### src/rtl/decode_pkg.sv
// decode_pkg: decoded-instruction field layout, format/unit constants and pack helpers.
package decode_pkg;
  localparam int W_FMT = 25, W_OPC = 16, W_ADDR = 64, W_UNIT = 8, W_ID = 32;
  localparam int W_NUOP = 5, W_PID = 64, W_TID = 32, W_BODY = 64;
  localparam int O_BODY = 0;
  localparam int O_MCR = O_BODY + W_BODY;
  localparam int O_ISREG = O_MCR + 1;
  localparam int O_RW = O_ISREG + 4;
  localparam int O_TID = O_RW + 4;
  localparam int O_PID = O_TID + W_TID;
  localparam int O_IS64 = O_PID + W_PID;
  localparam int O_NUOP = O_IS64 + 1;
  localparam int O_MIN = O_NUOP + W_NUOP;
  localparam int O_MAJ = O_MIN + W_ID;
  localparam int O_UNIT = O_MAJ + W_ID;
  localparam int O_ADDR = O_UNIT + W_UNIT;
  localparam int O_OPC = O_ADDR + W_ADDR;
  localparam int O_FMT = O_OPC + W_OPC;
  localparam int ENTRY_W = O_FMT + W_FMT;
  localparam logic [W_FMT-1:0] FMT_I = 25'd1 << 0, FMT_B = 25'd1 << 1, FMT_SC = 25'd1 << 2;
  localparam logic [W_FMT-1:0] FMT_D = 25'd1 << 3, FMT_DS = 25'd1 << 4, FMT_DQ = 25'd1 << 5;
  localparam logic [W_FMT-1:0] FMT_DX = 25'd1 << 6, FMT_X = 25'd1 << 7, FMT_XL = 25'd1 << 8;
  localparam logic [W_FMT-1:0] FMT_XFX = 25'd1 << 9, FMT_XFL = 25'd1 << 10, FMT_XS = 25'd1 << 11;
  localparam logic [W_FMT-1:0] FMT_XO = 25'd1 << 12, FMT_A = 25'd1 << 13, FMT_M = 25'd1 << 14;
  localparam logic [W_FMT-1:0] FMT_MD = 25'd1 << 15, FMT_MDS = 25'd1 << 16, FMT_Z22 = 25'd1 << 17;
  localparam logic [W_FMT-1:0] FMT_Z23 = 25'd1 << 18, FMT_VA = 25'd1 << 19, FMT_VX = 25'd1 << 20;
  localparam logic [W_FMT-1:0] FMT_VXR = 25'd1 << 21, FMT_XX1 = 25'd1 << 22, FMT_XX2 = 25'd1 << 23;
  localparam logic [W_FMT-1:0] FMT_XX3 = 25'd1 << 24;
  typedef enum logic [W_UNIT-1:0] {UNIT_FXU, UNIT_LSU, UNIT_BRU, UNIT_FPU, UNIT_VSU, UNIT_CRU} unit_e;
  function automatic logic [W_ID-1:0] get_maj_id(input logic [ENTRY_W-1:0] e);
    return e[O_MAJ +: W_ID];
  endfunction
  function automatic logic [ENTRY_W-1:0] set_maj_id(input logic [ENTRY_W-1:0] e, input logic [W_ID-1:0] id);
    logic [ENTRY_W-1:0] r;
    r = e;
    r[O_MAJ +: W_ID] = id;
    return r;
  endfunction
endpackage

### src/rtl/decode_queue_if.sv
// decode_queue_if: enqueue, dequeue and status signals of the decode queue.
interface decode_queue_if #(
  parameter int DEPTH = 8,
  parameter int ENTRY_W = decode_pkg::ENTRY_W
);
  localparam int CNT_W = $clog2(DEPTH) + 1;
  logic enable_i, flush_i, ready_i, valid_o, stall_o, overflow_o;
  logic [ENTRY_W-1:0] entry_i, entry_o;
  logic [CNT_W-1:0] count_o;
  modport slave(
    input enable_i, entry_i, flush_i, ready_i,
    output valid_o, entry_o, stall_o, count_o, overflow_o
  );
  modport master(
    output enable_i, entry_i, flush_i, ready_i,
    input valid_o, entry_o, stall_o, count_o, overflow_o
  );
endinterface

### src/rtl/decode_queue_ram.sv
// decode_queue_ram: DEPTH x ENTRY_W storage, synchronous write, asynchronous read.
module decode_queue_ram #(
  parameter int DEPTH = 8,
  parameter int ENTRY_W = decode_pkg::ENTRY_W
) (
  input  logic                     clock_i,
  input  logic                     i_we,
  input  logic [$clog2(DEPTH)-1:0] i_waddr,
  input  logic [ENTRY_W-1:0]       i_wdata,
  input  logic [$clog2(DEPTH)-1:0] i_raddr,
  output logic [ENTRY_W-1:0]       o_rdata
);
  logic [ENTRY_W-1:0] r_mem [DEPTH];
  always_ff @(posedge clock_i)
    if (i_we) r_mem[i_waddr] <= i_wdata;
  assign o_rdata = r_mem[i_raddr];
endmodule

### src/rtl/decode_queue.sv
// decode_queue: circular FIFO between the decode mux and issue/rename, with
// skid-reserving stall and a sticky overflow flag for dropped enqueues.
module decode_queue #(
  parameter int DEPTH = 8,
  parameter int SKID = 3,
  parameter int ENTRY_W = decode_pkg::ENTRY_W
) (
  input logic           clock_i,
  input logic           reset_i,
  decode_queue_if.slave bus
);
  localparam int PTR_W = $clog2(DEPTH);
  localparam int CNT_W = PTR_W + 1;
  logic [PTR_W-1:0] r_head, r_tail;
  logic [CNT_W-1:0] r_count;
  logic r_ovf, w_deq, w_full, w_enq, w_drop;
  always_comb begin
    w_deq = (r_count != '0) && bus.ready_i;
    w_full = r_count == CNT_W'(DEPTH);
    w_enq = bus.enable_i && !bus.flush_i && (!w_full || w_deq);
    w_drop = bus.enable_i && !bus.flush_i && !w_enq;
  end
  // flush clears pointers but leaves the sticky overflow flag alone
  always_ff @(posedge clock_i) begin
    if (reset_i) begin
      r_head <= '0;
      r_tail <= '0;
      r_count <= '0;
      r_ovf <= 1'b0;
    end else if (bus.flush_i) begin
      r_head <= '0;
      r_tail <= '0;
      r_count <= '0;
    end else begin
      r_head <= r_head + PTR_W'(w_deq);
      r_tail <= r_tail + PTR_W'(w_enq);
      r_count <= r_count + CNT_W'(w_enq) - CNT_W'(w_deq);
      r_ovf <= r_ovf | w_drop;
    end
  end
  decode_queue_ram #(.DEPTH(DEPTH), .ENTRY_W(ENTRY_W)) u_ram (
    .clock_i(clock_i),
    .i_we(w_enq && !reset_i),
    .i_waddr(r_tail),
    .i_wdata(bus.entry_i),
    .i_raddr(r_head),
    .o_rdata(bus.entry_o)
  );
  assign bus.valid_o = r_count != '0;
  assign bus.stall_o = r_count >= CNT_W'(DEPTH - SKID);
  assign bus.count_o = r_count;
  assign bus.overflow_o = r_ovf;
endmodule

### src/flat_wrapper.sv
// flat-port wrapper written by rule: the top's interface ports become plain ports
module decode_queue_flat 
#(
  parameter int DEPTH = 8,
  parameter int SKID = 3,
  parameter int ENTRY_W = decode_pkg::ENTRY_W
)
  (clock_i, reset_i, bus_enable_i, bus_entry_i, bus_flush_i, bus_ready_i, bus_valid_o, bus_entry_o, bus_stall_o, bus_count_o, bus_overflow_o);
  decode_queue_if #(.DEPTH(DEPTH), .ENTRY_W(ENTRY_W)) bus_i ();
  input logic clock_i;
  input logic reset_i;
  input wire logic [$bits(bus_i.enable_i)-1:0] bus_enable_i;
  input wire logic [$bits(bus_i.entry_i)-1:0] bus_entry_i;
  input wire logic [$bits(bus_i.flush_i)-1:0] bus_flush_i;
  input wire logic [$bits(bus_i.ready_i)-1:0] bus_ready_i;
  output wire logic [$bits(bus_i.valid_o)-1:0] bus_valid_o;
  output wire logic [$bits(bus_i.entry_o)-1:0] bus_entry_o;
  output wire logic [$bits(bus_i.stall_o)-1:0] bus_stall_o;
  output wire logic [$bits(bus_i.count_o)-1:0] bus_count_o;
  output wire logic [$bits(bus_i.overflow_o)-1:0] bus_overflow_o;
  assign bus_i.enable_i = bus_enable_i;
  assign bus_i.entry_i = bus_entry_i;
  assign bus_i.flush_i = bus_flush_i;
  assign bus_i.ready_i = bus_ready_i;
  assign bus_valid_o = bus_i.valid_o;
  assign bus_entry_o = bus_i.entry_o;
  assign bus_stall_o = bus_i.stall_o;
  assign bus_count_o = bus_i.count_o;
  assign bus_overflow_o = bus_i.overflow_o;
  decode_queue #(.DEPTH(DEPTH), .SKID(SKID), .ENTRY_W(ENTRY_W)) u_core (.clock_i(clock_i), .reset_i(reset_i), .bus(bus_i));
endmodule
### config.mk
export PLATFORM = sky130hd
export DESIGN_NAME = decode_queue_flat
export DESIGN_NICKNAME = d
export VERILOG_FILES = /design/src/rtl/decode_pkg.sv /design/src/rtl/decode_queue_if.sv /design/src/rtl/decode_queue_ram.sv /design/src/rtl/decode_queue.sv /design/src/flat_wrapper.sv
export SDC_FILE = /design/constraint.sdc
export NUM_CORES = 2
export LEC_CHECK = 0
export CAP_MARGIN = 20
export CORE_ASPECT_RATIO = 1.1
export CORE_MARGIN = 2
export CORE_UTILIZATION = 40
export DETAILED_ROUTE_END_ITERATION = 6
export DONT_BUFFER_PORTS = 1
export HOLD_SLACK_MARGIN = 0.03
export PLACE_DENSITY = 0.62
export REMOVE_ABC_BUFFERS = 1
export SLEW_MARGIN = 20
export SYNTH_ARGS = -nofsm -noshare
export SYNTH_HDL_FRONTEND = slang
export SYNTH_SLANG_ARGS = --single-unit
### constraint.sdc
create_clock -name clock_i -period 67.7 [get_ports clock_i]
set_clock_uncertainty 0.1 [all_clocks]
set_input_delay 6.77 -clock clock_i [delete_from_list [all_inputs] [get_ports clock_i]]
set_output_delay 6.77 -clock clock_i [all_outputs]
set_load 0.01 [all_outputs]
==> metrics.md <==
| Metric | Value |
|---|---|
| Clock H-tree levels | `5` |
| Slew HR | `0.245` |
| Skew-Pair Late Insertion Delay | `~840 ps` |
| Pre-Repair DR Iteration Count | `5` |
| Hold path startpoint | `u_core.bus.overflow_o$_SDFFE_PP0N_` |
| Remaining Overflow, GRT | `0` |
| Synthesis Warnings | `0` |
| CTS sink cnt | `between 2000 and 3000` |
| Ys flop type | `edfxtp_1` |
| Layout cells sized above 1 | `0.344` |
| Core area | `~260000 um2` |
| Clock Pin Slew Worst Setup and Hold Paths | `roughly 60 ps` |
| Starting DRC count in detailed routing | `around 3300` |
| RSZ-0062 raised after global routing | `false` |
| Internal Pwr Total | `0.00290 W` |
| Post-synth top area cell | `edfxtp_1` |
| Placed Area | `roughly 110000 um2` |
| Root buffer cell | `clkbuf_16` |
| VDD IR max | `around 24 uV` |
| Final period util | `0.203` |
| WP data required | `between 60000 and 70000 ps` |
| Max Freq | `around 0.073 GHz` |
| DRC | `0` |
| #FFs+latches synth | `2827` |
| Ys async rst share | `0` |
| Comb pwr share | `0.044` |
| Pwr Density | `30.7 nW/um2` |
| M3 GR Usage | `0.0622` |
| Cts hold-fix bufs | `0` |
| Routed WL per cell | `approximately 28 um` |
| Final Power | `between 0.003 and 0.004 W` |
| EDFF count, synth | `2816` |
| Initial antenna violation count | `2` |
| Synthesized area per cell | `25.7 um2` |
| Synth area leaders | `edfxtp_1, mux4_2, mux2_2, buf_6, buf_2` |
| Endpoints failing setup | `0` |
| Hold Fails Final Rpt | `0` |
| Initial Util | `0.402` |
| Fillers | `21600` |
| Register area | `approximately 85000 um2` |
| Worst-margin pin slew | `1130 ps` |
| Total GRT Usage | `0.165` |
| Fin cells | `~8000` |
| Status | `finished, final reports clean` |
| Synth Instances | `4146` |
| RR Startpoint | `u_core.bus.count_o[2]$_SDFF_PP0_` |
| Vias in the first global route | `46900` |
| I/O pin cnt | `just over 700` |
| Vias per inst | `about 5.4` |
| Rows | `roughly 200` |
| M2 GR Usage | `0.275` |
| Crit path kind | `register to output port` |
| GPL Wtd Cong | `around 0.75` |
| Die W | `roughly 500 um` |
| Via count | `43700` |
| Routed wire length | `227000 um` |
| Max Cap Violations | `0` |
| Seq pwr share | `0.532` |
| Layout area overhead | `12.4%` |
| Cell area after layout | `~120000 um2` |
| Setup TNS Final | `0 ps` |
| Worst EP arrival | `6840 ps` |
| Fin. max-slew vios | `0` |
| IO Port Bufs | `0` |
| Synth unique cells | `33` |
| CTS resizes | `0` |
| Largest net degree at the start of global routing | `roughly 140` |
| Leak | `35.5 nW` |
| TritonCTS Buffers | `slightly below 300` |
| Clock share of power | `0.424` |
| Worst hold path type | `register to register` |
| Startpoint Class | `register` |
| Die ar. | `270000 um2` |
| Post-route ant nets | `0` |
| Endpoint type of the worst setup path | `output port` |
| First-pass GRT wire length | `326000 um` |
| Multi-input gate area | `approximately 20000 um2` |
| HPWL Detailed | `around 130000 um` |
| Seq/Total Area, Yosys | `0.797` |
| Die Ht | `roughly 540 um` |
| Post-CTS Setup Bufs | `0` |
| Met1 usage | `0.199` |
| Post-layout util | `0.452` |
| Min Tclk post-route | `13710 ps` |
| Largest fanout on the critical path | `between 40 and 50` |
| Global-route layer with the greatest usage | `met2` |
| Layout Nets | `approximately 4700` |
| Synth top area share | `0.795` |
| Timing startpoint of the critical path | `u_core.r_head[1]$_SDFF_PP0_` |
| Worst-case clock buffer depth | `4` |
| Synthesized cell area | `around 110000 um2` |
| CTS tree | `done` |
| Sw Ratio | `0.208` |
| Sw power | `about 0.00076 W` |
| Placed cells | `about 7500` |
[cell type report]
class	instances	area share
sequential	2827	0.709
clock buffer	352	0.0639
inverter	9	0.000283
antenna	3	0.0000628
timing repair buffer	93	0.00685
tap	3500	0.0366
multi-input combinational	1113	0.170
clock inverter	166	0.0131
[metal layers]
layer	share of wire	wire length, um
met5	0	0
met1	0.39	87600
met4	0.027	6060
met3	0.090	20400
met2	0.50	113000
[registers in the layout (all words and copies together), names as in the netlist]
signal,cells
u_core.r_tail,3
u_core.r_head,3
u_core.bus.overflow_o,1
u_core.u_ram.r_mem,2816
u_core.bus.count_o,4
[critical path, cell delays in order (launching register included)]
cell and delay (ps):
dfxtp_4 770, buf_4 750, buf_4 810, buf_4 870, buf_4 820, buf_4 770
mux4_2 610, mux2_2 350
[through the flow]
stage	worst slack, ps	hold slack [ps]
2_1_floorplan	30690	411
3_3_place_gp	54540	442
3_5_place_dp	54520	457
4_1_cts	53540	475
5_1_grt	53150	523
6_report	53990	468
[logic make-up (layout without fill, tap and decap cells)]
logic type	Yosys count	after routing	synth area share
AOI/OAI and AO/OA	6	6	0.000435
xor gates and xnor gates	3	3	0.000247
adders and majority gates	11	11	0.00136
buffers and inverters	206	620	0.0124
DFF	2827	2827	0.797
muxes	1057	1057	0.186
other	0	3	0
and+or+nand+nor	36	36	0.00196
[placed cells by master, fill, tap and decap left out, types with 4 or more instances in the layout]
master,instances
nor3_1,5
nor2_1,4
inv_1,9
clkbuf_1,55
inv_6,8
clkinv_4,5
clkinv_1,58
clkinv_8,4
clkbuf_16,297
edfxtp_1,2816
mux2_2,352
clkinv_2,56
buf_12,8
clkinvlp_4,6
mux4_2,704
bufinv_16,23
ha_1,10
and2_1,5
dfxtp_1,8
buf_4,84
[Yosys cell counts, types with 2 or more instances]
cell and count:
xnor2_1 2, and3_1 4, and2_1 5, dfxtp_1 11, nor2_1 5, edfxtp_1 2816, clkbuf_1 72, nand2_1 3
buf_2 60, a21o_1 2, nor2b_1 2, inv_1 9, ha_1 10, mux2_2 352, buf_1 2, nor3b_1 4
buf_6 63, nor3_1 6, mux4_2 704
[final timing paths]
check / slack [ps] / depth (start not counted) / to
max: 53990 / 7 / bus_entry_o[236]
min reg2reg: 470 / 2 / u_core.bus.overflow_o$_SDFFE_PP0N_
max reg2reg: 62420 / 10 / u_core.u_ram.r_mem[3][316]$_DFFE_PP_
min: 470 / 2 / u_core.bus.overflow_o$_SDFFE_PP0N_
[power by group through the flow]
stage | logic (W) | registers (W) | clock network [W]
after detailed placement | 0.000167 | 0.00199 | 0
after floorplan | 0.000132 | 0.00201 | 0
final | 0.000163 | 0.00195 | 0.00156
after global routing | 0.000171 | 0.00195 | 0.00166
after global placement | 0.000166 | 0.00199 | 0
after CTS | 0.000167 | 0.00195 | 0.00159
Note: power is estimated with default switching activity, not from simulation.
